**config.mk**
```make
export PLATFORM = sky130hd
export DESIGN_NAME = hazard_ctrl
export DESIGN_NICKNAME = d
export VERILOG_FILES = /design/src/rtl/hazard_pkg.sv /design/src/rtl/md_scoreboard.sv /design/src/rtl/hazard_ctrl.sv
export SDC_FILE = /design/constraint.sdc
export NUM_CORES = 1
export LEC_CHECK = 0
export BUFFER_PORTS_ARGS = -buffer_cell sky130_fd_sc_hd__buf_2
export CAP_MARGIN = 20
export CORE_UTILIZATION = 47
export DETAILED_ROUTE_END_ITERATION = 16
export MAX_ROUTING_LAYER = met4
export PLACE_DENSITY = 0.92
export SYNTH_ARGS = -nofsm -noshare
export SYNTH_HDL_FRONTEND = slang
export SYNTH_HIERARCHICAL = 1
export SYNTH_SLANG_ARGS = --single-unit
export TNS_END_PERCENT = 50
```
**constraint.sdc**
```tcl
create_clock -name clk -period 3.6 [get_ports clk]
set_input_delay 0 -clock clk [delete_from_list [all_inputs] [get_ports clk]]
set_output_delay 0 -clock clk [all_outputs]
set_load 0.02 [all_outputs]
```
**src/rtl/hazard_pkg.sv**
```systemverilog
// Shared types for the pipeline hazard controller: forwarding-mux encodings
// and the default register-address width.
package hazard_pkg;

  localparam int REG_W_DEFAULT = 5;

  typedef enum logic [1:0] {
    FWD_NONE = 2'b00,
    FWD_WB   = 2'b01,
    FWD_MEM  = 2'b10
  } fwd_sel_e;

endpackage

```
**src/rtl/md_scoreboard.sv**
```systemverilog
// Busy scoreboard for the multi-cycle mult/div unit: a down-counter loaded
// on launch, exposing busy and the launch-accepted-this-cycle flag.
module md_scoreboard #(
  parameter int MD_LATENCY = 32
) (
  input  logic clk,
  input  logic reset,
  input  logic mdstart_i,
  input  logic stall_e_i,
  output logic mdbusy_o,
  output logic mdload_o
);

  localparam int CW = $clog2(MD_LATENCY + 1);
  localparam logic [CW-1:0] LOAD_VAL = CW'(MD_LATENCY);

  logic [CW-1:0] count_q, count_d;

  // A launch held in E by a memory wait is not accepted until E advances.
  assign mdload_o = mdstart_i && !stall_e_i && !reset;

  always_comb begin
    // NOTE: default first so every path assigns count_d and no latch is inferred.
    count_d = count_q;
    if (mdload_o) begin
      count_d = LOAD_VAL;
    end else if (count_q != '0) begin
      count_d = count_q - CW'(1);
    end
  end

  // NOTE: state registers use non-blocking assignment so all flops update together.
  always_ff @(posedge clk) begin
    if (reset) begin
      count_q <= '0;
    end else begin
      count_q <= count_d;
    end
  end

  assign mdbusy_o = (count_q != '0) && !reset;

endmodule

```
**src/rtl/hazard_ctrl.sv**
```systemverilog
// Hazard and forwarding controller for the 5-stage MIPS pipeline.
// Optional stall/flush performance counters are built with HAZARD_PERF_EN.
module hazard_ctrl
  import hazard_pkg::*;
#(
  parameter int REG_W      = REG_W_DEFAULT,
  parameter int MD_LATENCY = 32
`ifdef HAZARD_PERF_EN
  ,
  parameter int CNT_W      = 32
`endif
) (
  input  logic             clk,
  input  logic             reset,
  input  logic [REG_W-1:0] rsD,
  input  logic [REG_W-1:0] rtD,
  input  logic [REG_W-1:0] rsE,
  input  logic [REG_W-1:0] rtE,
  input  logic [REG_W-1:0] writeregE,
  input  logic [REG_W-1:0] writeregM,
  input  logic [REG_W-1:0] writeregW,
  input  logic             regwriteE,
  input  logic             regwriteM,
  input  logic             regwriteW,
  input  logic             memtoregE,
  input  logic             memtoregM,
  input  logic             branchD,
  input  logic             mdstartE,
  input  logic             mdreadD,
  input  logic             memreqM,
  input  logic             memreadyM,
  output logic             forwardaD,
  output logic             forwardbD,
  output logic [1:0]       forwardaE,
  output logic [1:0]       forwardbE,
  output logic             stallF,
  output logic             stallD,
  output logic             stallE,
  output logic             stallM,
  output logic             flushE,
  output logic             flushW,
  output logic             mdbusy
`ifdef HAZARD_PERF_EN
  ,
  output logic [CNT_W-1:0] stallcycles,
  output logic [CNT_W-1:0] flushcount
`endif
);

  logic memstall, lwstall, branchstall, mdstall, mdload;

  // Register 0 is hardwired, so a match on it never creates a dependency.
  function automatic logic hit(input logic [REG_W-1:0] src,
                               input logic [REG_W-1:0] dst,
                               input logic             wen);
    return wen && (src != '0) && (src == dst);
  endfunction

  function automatic logic [1:0] fwd_e(input logic [REG_W-1:0] src);
    if (hit(src, writeregM, regwriteM)) return FWD_MEM;
    if (hit(src, writeregW, regwriteW)) return FWD_WB;
    return FWD_NONE;
  endfunction

  assign memstall = memreqM && !memreadyM;

  md_scoreboard #(
    .MD_LATENCY (MD_LATENCY)
  ) u_md_scoreboard (
    .clk       (clk),
    .reset     (reset),
    .mdstart_i (mdstartE),
    .stall_e_i (memstall),
    .mdbusy_o  (mdbusy),
    .mdload_o  (mdload)
  );

  assign lwstall     = hit(rsD, writeregE, memtoregE) || hit(rtD, writeregE, memtoregE);
  assign branchstall = branchD &&
                       (hit(rsD, writeregE, regwriteE) || hit(rtD, writeregE, regwriteE) ||
                        hit(rsD, writeregM, memtoregM) || hit(rtD, writeregM, memtoregM));
  assign mdstall     = mdreadD && (mdbusy || mdload);

  assign forwardaE = reset ? FWD_NONE : fwd_e(rsE);
  assign forwardbE = reset ? FWD_NONE : fwd_e(rtE);
  assign forwardaD = !reset && hit(rsD, writeregM, regwriteM);
  assign forwardbD = !reset && hit(rtD, writeregM, regwriteM);

  // A memory wait freezes the whole front of the pipe and wins over D-stage hazards.
  always_comb begin
    stallF = 1'b0;
    stallD = 1'b0;
    stallE = 1'b0;
    stallM = 1'b0;
    flushE = 1'b0;
    flushW = 1'b0;
    if (reset) begin
      flushE = 1'b1;
      flushW = 1'b1;
    end else if (memstall) begin
      stallF = 1'b1;
      stallD = 1'b1;
      stallE = 1'b1;
      stallM = 1'b1;
      flushW = 1'b1;
    end else if (lwstall || branchstall || mdstall) begin
      stallF = 1'b1;
      stallD = 1'b1;
      flushE = 1'b1;
    end
  end

`ifdef HAZARD_PERF_EN
  logic [CNT_W-1:0] stallcycles_q, flushcount_q;

  // Saturating event counters; they hold at all-ones rather than wrap.
  always_ff @(posedge clk) begin
    if (reset) begin
      stallcycles_q <= '0;
      flushcount_q  <= '0;
    end else begin
      if (stallF && !(&stallcycles_q)) stallcycles_q <= stallcycles_q + CNT_W'(1);
      if (flushE && !(&flushcount_q))  flushcount_q  <= flushcount_q + CNT_W'(1);
    end
  end

  assign stallcycles = stallcycles_q;
  assign flushcount  = flushcount_q;
`endif

endmodule

```
==> results of run 1 <==
==> cell usage in the layout (no fill, tap or decap), types with 2 or more instances in the layout <==
master     n
buf_2     59
xnor2_1   34
nor4_1    12
xor2_1     9
nor2_1     6
dfxtp_1    6
nand2_1    5
nor3_1     5
nand4_1    4
nor2b_1    4
nand3_1    4
inv_1      4
a21oi_1    4
or4_1      3
nand2b_1   3
clkbuf_4   3
o21ai_0    2
nor3b_1    2
ha_1       2
==> routing by layer <==
layer	vias up	track usage (%)	wire length [um]
met4	0	8.89	13
li1	563	-	-
met2	51	39.7	1360
met1	486	28.3	1060
met5	-	-	0
met3	2	5.19	134
==> per-stage QoR <==
stage / utilization (%) / power [W] / instances / hold slack, ns
after floorplan: - / 0.000419 / 128 / 0.0781
after global placement: 65.1 / 0.000471 / 207 / 0.366
after detailed placement: 65.1 / 0.000495 / 207 / 0.378
after CTS: 66.2 / 0.000563 / 210 / 0.134
after global routing: 66.2 / 0.000610 / 210 / 0.159
final: 66.2 / 0.000564 / 210 / 0.143
==> power by group through the flow <==
| stage | clock network, W | logic [W] | registers [W] |
|---|---|---|---|
| floorplan | 0 | 0.000301 | 0.000117 |
| finish | 0.0000636 | 0.000374 | 0.000126 |
| global route | 0.0000696 | 0.000411 | 0.000129 |
| global placement | 0 | 0.000351 | 0.000120 |
| detailed placement | 0 | 0.000369 | 0.000126 |
| CTS | 0.0000654 | 0.000372 | 0.000125 |
==> kinds of logic after synthesis <==
group                      share of synthesized area [%]
AOI/OAI and AO/OA                                   11.8
DFF                                                 12.0
adders and majority gates                           2.49
and+or+nand+nor                                     30.4
xor gates and xnor gates                            37.5
buffers and inverters                               5.73
==> critical path: stages (launching register included) <==
cell     delay (ns)
dfxtp_1        0.36
nor4_2         0.47
and2_1         0.34
nor2_1         0.09
o21ai_0        0.19
o31ai_1        0.12
nor3_1         0.18
a21oi_1        0.10
buf_2          0.17
==> path summary, 6_finish.rpt <==
check	slack, ns	startpoint	endpoint
worst min register to register	0.61	u_md_scoreboard/count_q[1]	u_md_scoreboard/count_q[1]
worst min-delay path	0.14	reset	u_md_scoreboard/count_q[1]
worst max register to register	2.16	u_md_scoreboard/count_q[3]	u_md_scoreboard/count_q[1]
worst max-delay path	1.32	u_md_scoreboard/count_q[3]	stallD
==> layout make-up <==
class                   count  area [um2]
multi-input cells         111         826
fillers                   149         669
repair buffers             59         295
flip-flops and latches      6         120
well taps                  27        33.8
clock buffers               3        22.5
inverters                   4        15.0
==> impl_metrics.ini, run 1 <==
[outcome]
status = finished clean

[clocking]
cts_htree_levels = 1
insertion_delay_of_the_later_clocked_pin_in_the_worst_skew_pair_ns = 0.25
cts_root_buf = clkbuf_4
cts.hold.buffers_added = 0
worst_setup_hold_path_clk_slew_ns = 0.05
cts.sinks = 6
cts_tree = built
cts_post_setup_buffers_inserted = 0
cts-root-to-sink-buffers = 2
ctsResizeCount = 0
cts_inserted_buffers = 3

[drt]
drt_total_wl_um = 2560
drt_first_iter_violations = 10
drc = 0
antenna_left = 0
routed-via-count = 1102
wl_per_cell_um = 12.2
detail_route.first_pass.iterations = 3
post_drt_via_cell_ratio = 5.25

[yosys]
yosys_synthesis_warning_count = 6
seq_area_frac_synth_pct = 12.0
netlist_instances = 128
ys_seq_elements = 6
yosysUniqueCellTypes = 33
syn_area_mm2 = 0.00100
post_synth_most_frequent_cells = 34 x xnor2_1, 12 x nor4_1, 9 x xor2_1
yosys.area.top_type_share_pct = 29.7
synth_async_sr_flop_share_pct = 0
post-synth-top-count-cell = xnor2_1
synth.avg_cell_area_um2 = 7.84
post_synth_main_area_contributors = xnor2_1 30%, dfxtp_1 12%, xor2_1 7.9%
synth-edff-count = 0
postSynth.topFlopCell = dfxtp_1
netlist.top_cell.by_area = xnor2_1
syn_nets = 177

[cells_and_area]
largest_reg_flops = 6
final_layout_size_suffix_gt1_share_pct = 37.2
largest-register = u_md_scoreboard/count_q
insertedDiodeCount = 0
top_regs = u_md_scoreboard/count_q (6)
total_non_filler_cell_area_in_the_finished_layout_mm2 = 0.00131
nNetsFinal = 234
area_delta_synth_final_pct = 30.8

[timing]
rsz0062_at_grt = no
clock_skew_ns = 0.00349
slew_headroom_pct = 64.9
final_period_minus_worst_setup_slack_ns = 2.28
final.period_utilization_pct = 63.2
timing.final.max_slew_violations = 0
worstMarginPinSlew_ns = 0.525
postLayoutSetupSlackWorst_ns = 1.32
clock.fmax_ghz = 0.439
tns_ns = 0
setup_violations = 0
finalHoldViolations = 0

[hold_path]
min_path_cells = 2
hold_class = primary input to flip-flop

[die]
die_h_um = 48.2
placeableCoreArea_mm2 = 0.00198
floorplan.rows = 16
start_util_pct = 50.6
ios = 60
die_width_um = 48.2
design.die.area_mm2 = 0.00232

[power_and_ir_drop]
p_comb_share_pct = 66.4
p_clk_share_pct = 11.3
power.leakage_nw = 0.551
pwr-share-seq_pct = 22.4
switching_share_pct = 45.8
internal_power_w = 0.000306
power.density_mw_per_mm2 = 430
max-vdd-ir-drop_mv = 0.342
power_spent_charging_and_discharging_nets_w = 0.000259

[global_routing]
global_route_wire_length_before_repair_um = 3960
leftover_overflow_at_the_end_of_global_routing = 0
grt_start_max_net_pins = 17
groute.usage.overall_pct = 24.0
vias_in_the_first_global_route = 991
antenna_found_initial = 0

[place]
io_buffers = 59
routabilityCongestion = 0.823
preCtsSetupSlack_ns = 1.64
dp_hpwl_um = 2260
postPlaceCellArea_mm2 = 0.00129

[flow_run]
max_cap_violations = 0

[setup_path]
cp-start-kind = flip-flop
worst_ep_required_time_ns = 3.60
worst-path-max-fanout = 6
r2r_cells = 3
crit_type = flip-flop to primary output
critPathCaptureType = primary output
cp_data_arrival_time_ns = 2.28
Power figures use the tool's default switching activity.
==> run 2, diff against run 1 <==
Settings changed: ABC_AREA set to 1, CORE_ASPECT_RATIO set to 0.5, CORE_UTILIZATION 47 to 41, PLACE_DENSITY 0.92 to 0.83.
Clock period 3.6 ns to 2 ns, I/O delays scaled along.
==> run 2 against run 1 <==
Clock-buffer cell count unchanged. Non-clock buffer count unchanged. Power increased by 86%. Critical path depth grew 2. Clock skew shrank 0.0033 ns. Largest cell class unchanged.
==> impl_metrics.ini, run 2 <==
[outcome]
status = finished clean

[clocking]
cts_tree = built
cts_inserted_buffers = 3
cts.sinks = 6
cts_post_setup_buffers_inserted = 0
worst_setup_hold_path_clk_slew_ns = 0.04
cts-root-to-sink-buffers = 2
cts.hold.buffers_added = 0
cts_htree_levels = 1
ctsResizeCount = 0
insertion_delay_of_the_later_clocked_pin_in_the_worst_skew_pair_ns = 0.22
cts_root_buf = clkbuf_8

[yosys]
post_synth_most_frequent_cells = 56 x nand2_1, 30 x inv_1, 29 x nor2_1
yosys.area.top_type_share_pct = 18.9
syn_area_mm2 = 0.00111
ys_seq_elements = 6
synth-edff-count = 0
post_synth_main_area_contributors = nand2_1 19%, xnor2_1 13%, dfxtp_1 11%
netlist.top_cell.by_area = nand2_1
postSynth.topFlopCell = dfxtp_1
synth_async_sr_flop_share_pct = 0
seq_area_frac_synth_pct = 10.8
synth.avg_cell_area_um2 = 5.68
netlist_instances = 196
yosys_synthesis_warning_count = 6
post-synth-top-count-cell = nand2_1
syn_nets = 245
yosysUniqueCellTypes = 27

[setup_path]
worst_ep_required_time_ns = 2.00
worstReg2RegEnd = u_md_scoreboard/count_q[0]
setup.worst_path.start = u_md_scoreboard/count_q[0]
r2r_start = u_md_scoreboard/count_q[0]
r2r_cells = 5
cp-endpoint = stallF
crit_type = flip-flop to primary output
critPathCaptureType = primary output
reg2reg_setup_slack_ns = 0.88
cp-start-kind = flip-flop
worst-path-max-fanout = 6
cp_data_arrival_time_ns = 1.68

[power_and_ir_drop]
p_clk_share_pct = 17.2
power.density_mw_per_mm2 = 720
pwr-share-seq_pct = 21.5
post-layout-total-power_w = 0.00105
power.leakage_nw = 0.858
internal_power_w = 0.000571
power_spent_charging_and_discharging_nets_w = 0.000477
p_comb_share_pct = 61.4
max-vdd-ir-drop_mv = 0.442
switching_share_pct = 45.5

[die]
floorplan.rows = 12
design.die.area_mm2 = 0.00294
placeableCoreArea_mm2 = 0.00239
start_util_pct = 46.6
die_width_um = 75.7
die_h_um = 38.8
ios = 60

[timing]
clock.fmax_ghz = 0.596
setup_violations = 0
finalHoldViolations = 0
rsz0062_at_grt = no
clock_skew_ns = 0.000151
final.period_utilization_pct = 83.9
timing.final.max_slew_violations = 0
final_period_minus_worst_setup_slack_ns = 1.68
worstMarginPinSlew_ns = 0.237
tns_ns = 0
slew_headroom_pct = 84.2

[global_routing]
leftover_overflow_at_the_end_of_global_routing = 0
groute.usage.overall_pct = 23.0
vias_in_the_first_global_route = 1163
global_route_wire_length_before_repair_um = 4900
antenna_found_initial = 0
grt_start_max_net_pins = 10

[drt]
met3RoutedLength_um = 49
total_routed_wire_length_on_the_met1_layer_um = 1430
antenna_left = 0
drt_first_iter_violations = 35
drc = 0
detail_route.first_pass.iterations = 4
dr_wl_met2_um = 1440
post_drt_via_cell_ratio = 4.60
wl_per_cell_um = 10.2
routed-via-count = 1325
drt_total_wl_um = 2930
top_layer_used = met4

[place]
io_buffers = 59
dp_hpwl_um = 2500
routabilityCongestion = 0.838

[cells_and_area]
top_regs = u_md_scoreboard/count_q (6)
final_layout_size_suffix_gt1_share_pct = 28.1
largest-register = u_md_scoreboard/count_q
nNetsFinal = 304
insertedDiodeCount = 0
largest_reg_flops = 6
layout.cells.most_common_list = 59 x buf_2, 56 x nand2_1, 30 x inv_1
layout.cells.most_common = buf_2
area_delta_synth_final_pct = 30.9

[flow_run]
max_cap_violations = 0

[hold_path]
holdCritStartpoint = mdstartE
hold_class = primary input to flip-flop
## run 2: cell types whose count changed in the layout (fill, tap and decap cells not counted), sizes merged, moves of 3 or more
cell	before	now
nand2	5	56
inv	4	33
nor2	6	30
xnor2	34	17
nor4	13	0
nor2b	4	0
or4	4	0
nand2b	3	0
nand3	4	7
o2111ai	0	3
or2	0	3
## run 2: per-layer routing
metal  global-route usage (%)  up-vias
li1                         -      717
met4                     7.87        0
met1                     26.4      588
met3                     2.86        2
met2                     42.6       18
met5                        -        -
## run 2: worst min-delay path by stage
| stage | end | depth (start not counted) | slack (ns) |
|---|---|---|---|
| 6_report | u_md_scoreboard/count_q[1] | 4 | 0.09 |
| 2_1_floorplan | forwardbE[1] | 1 | 0.08 |
| 5_1_grt | u_md_scoreboard/count_q[1] | 4 | 0.1 |
| 4_1_cts | u_md_scoreboard/count_q[1] | 4 | 0.09 |
| 3_3_place_gp | u_md_scoreboard/count_q[1] | 4 | 0.30 |
| 3_5_place_dp | u_md_scoreboard/count_q[1] | 4 | 0.31 |
## run 2: worst max-delay path: stages, from the launching register on
cell and delay, ns:
dfxtp_1 0.31, inv_1 0.14, ha_1 0.18, nand3_2 0.13, nand2_1 0.11, inv_2 0.04
o21ai_0 0.18, nand3_2 0.10, nand2_1 0.06, nand2_1 0.05, buf_2 0.15
## run 2: logic make-up (layout without fill, tap and decap cells)
family | count (synthesis) | after routing | share of synthesized area, %
XOR/XNOR | 28 | 28 | 22.7
flip-flops | 6 | 6 | 10.8
AND/OR/NAND/NOR | 107 | 107 | 40.9
adder cells (fa/ha/maj) | 2 | 2 | 2.25
AO/OA/AOI/OAI | 15 | 15 | 8.89
buffers and inverters | 38 | 95 | 14.4
## run 2: area by class of cell
class	instances	area [um2]
fillers	228	931
multi-input cells	152	832
repair buffers	59	295
inverters	33	124
flip-flops and latches	6	120
well taps	35	43.8
clock buffers	3	41.3
## run 2: metrics by stage
stage	hold slack (ns)	worst slack (ns)	instance area, um2	cells	util (%)
floorplan	0.0798	0.484	1110	196	-
global placement	0.304	0.611	1420	285	59.3
detailed placement	0.313	0.549	1420	285	59.3
CTS	0.0876	0.309	1460	288	61.0
global route	0.0963	0.185	1460	288	61.0
finish	0.0938	0.322	1460	288	61.0
## run 2: power groups by stage
stage          logic (W)  registers, W  clock network, W
2_1_floorplan   0.000476      0.000219                 0
3_3_place_gp    0.000616      0.000224                 0
3_5_place_dp    0.000641      0.000226                 0
4_1_cts         0.000648      0.000224          0.000185
5_1_grt         0.000734      0.000234          0.000193
6_report        0.000644      0.000225          0.000180
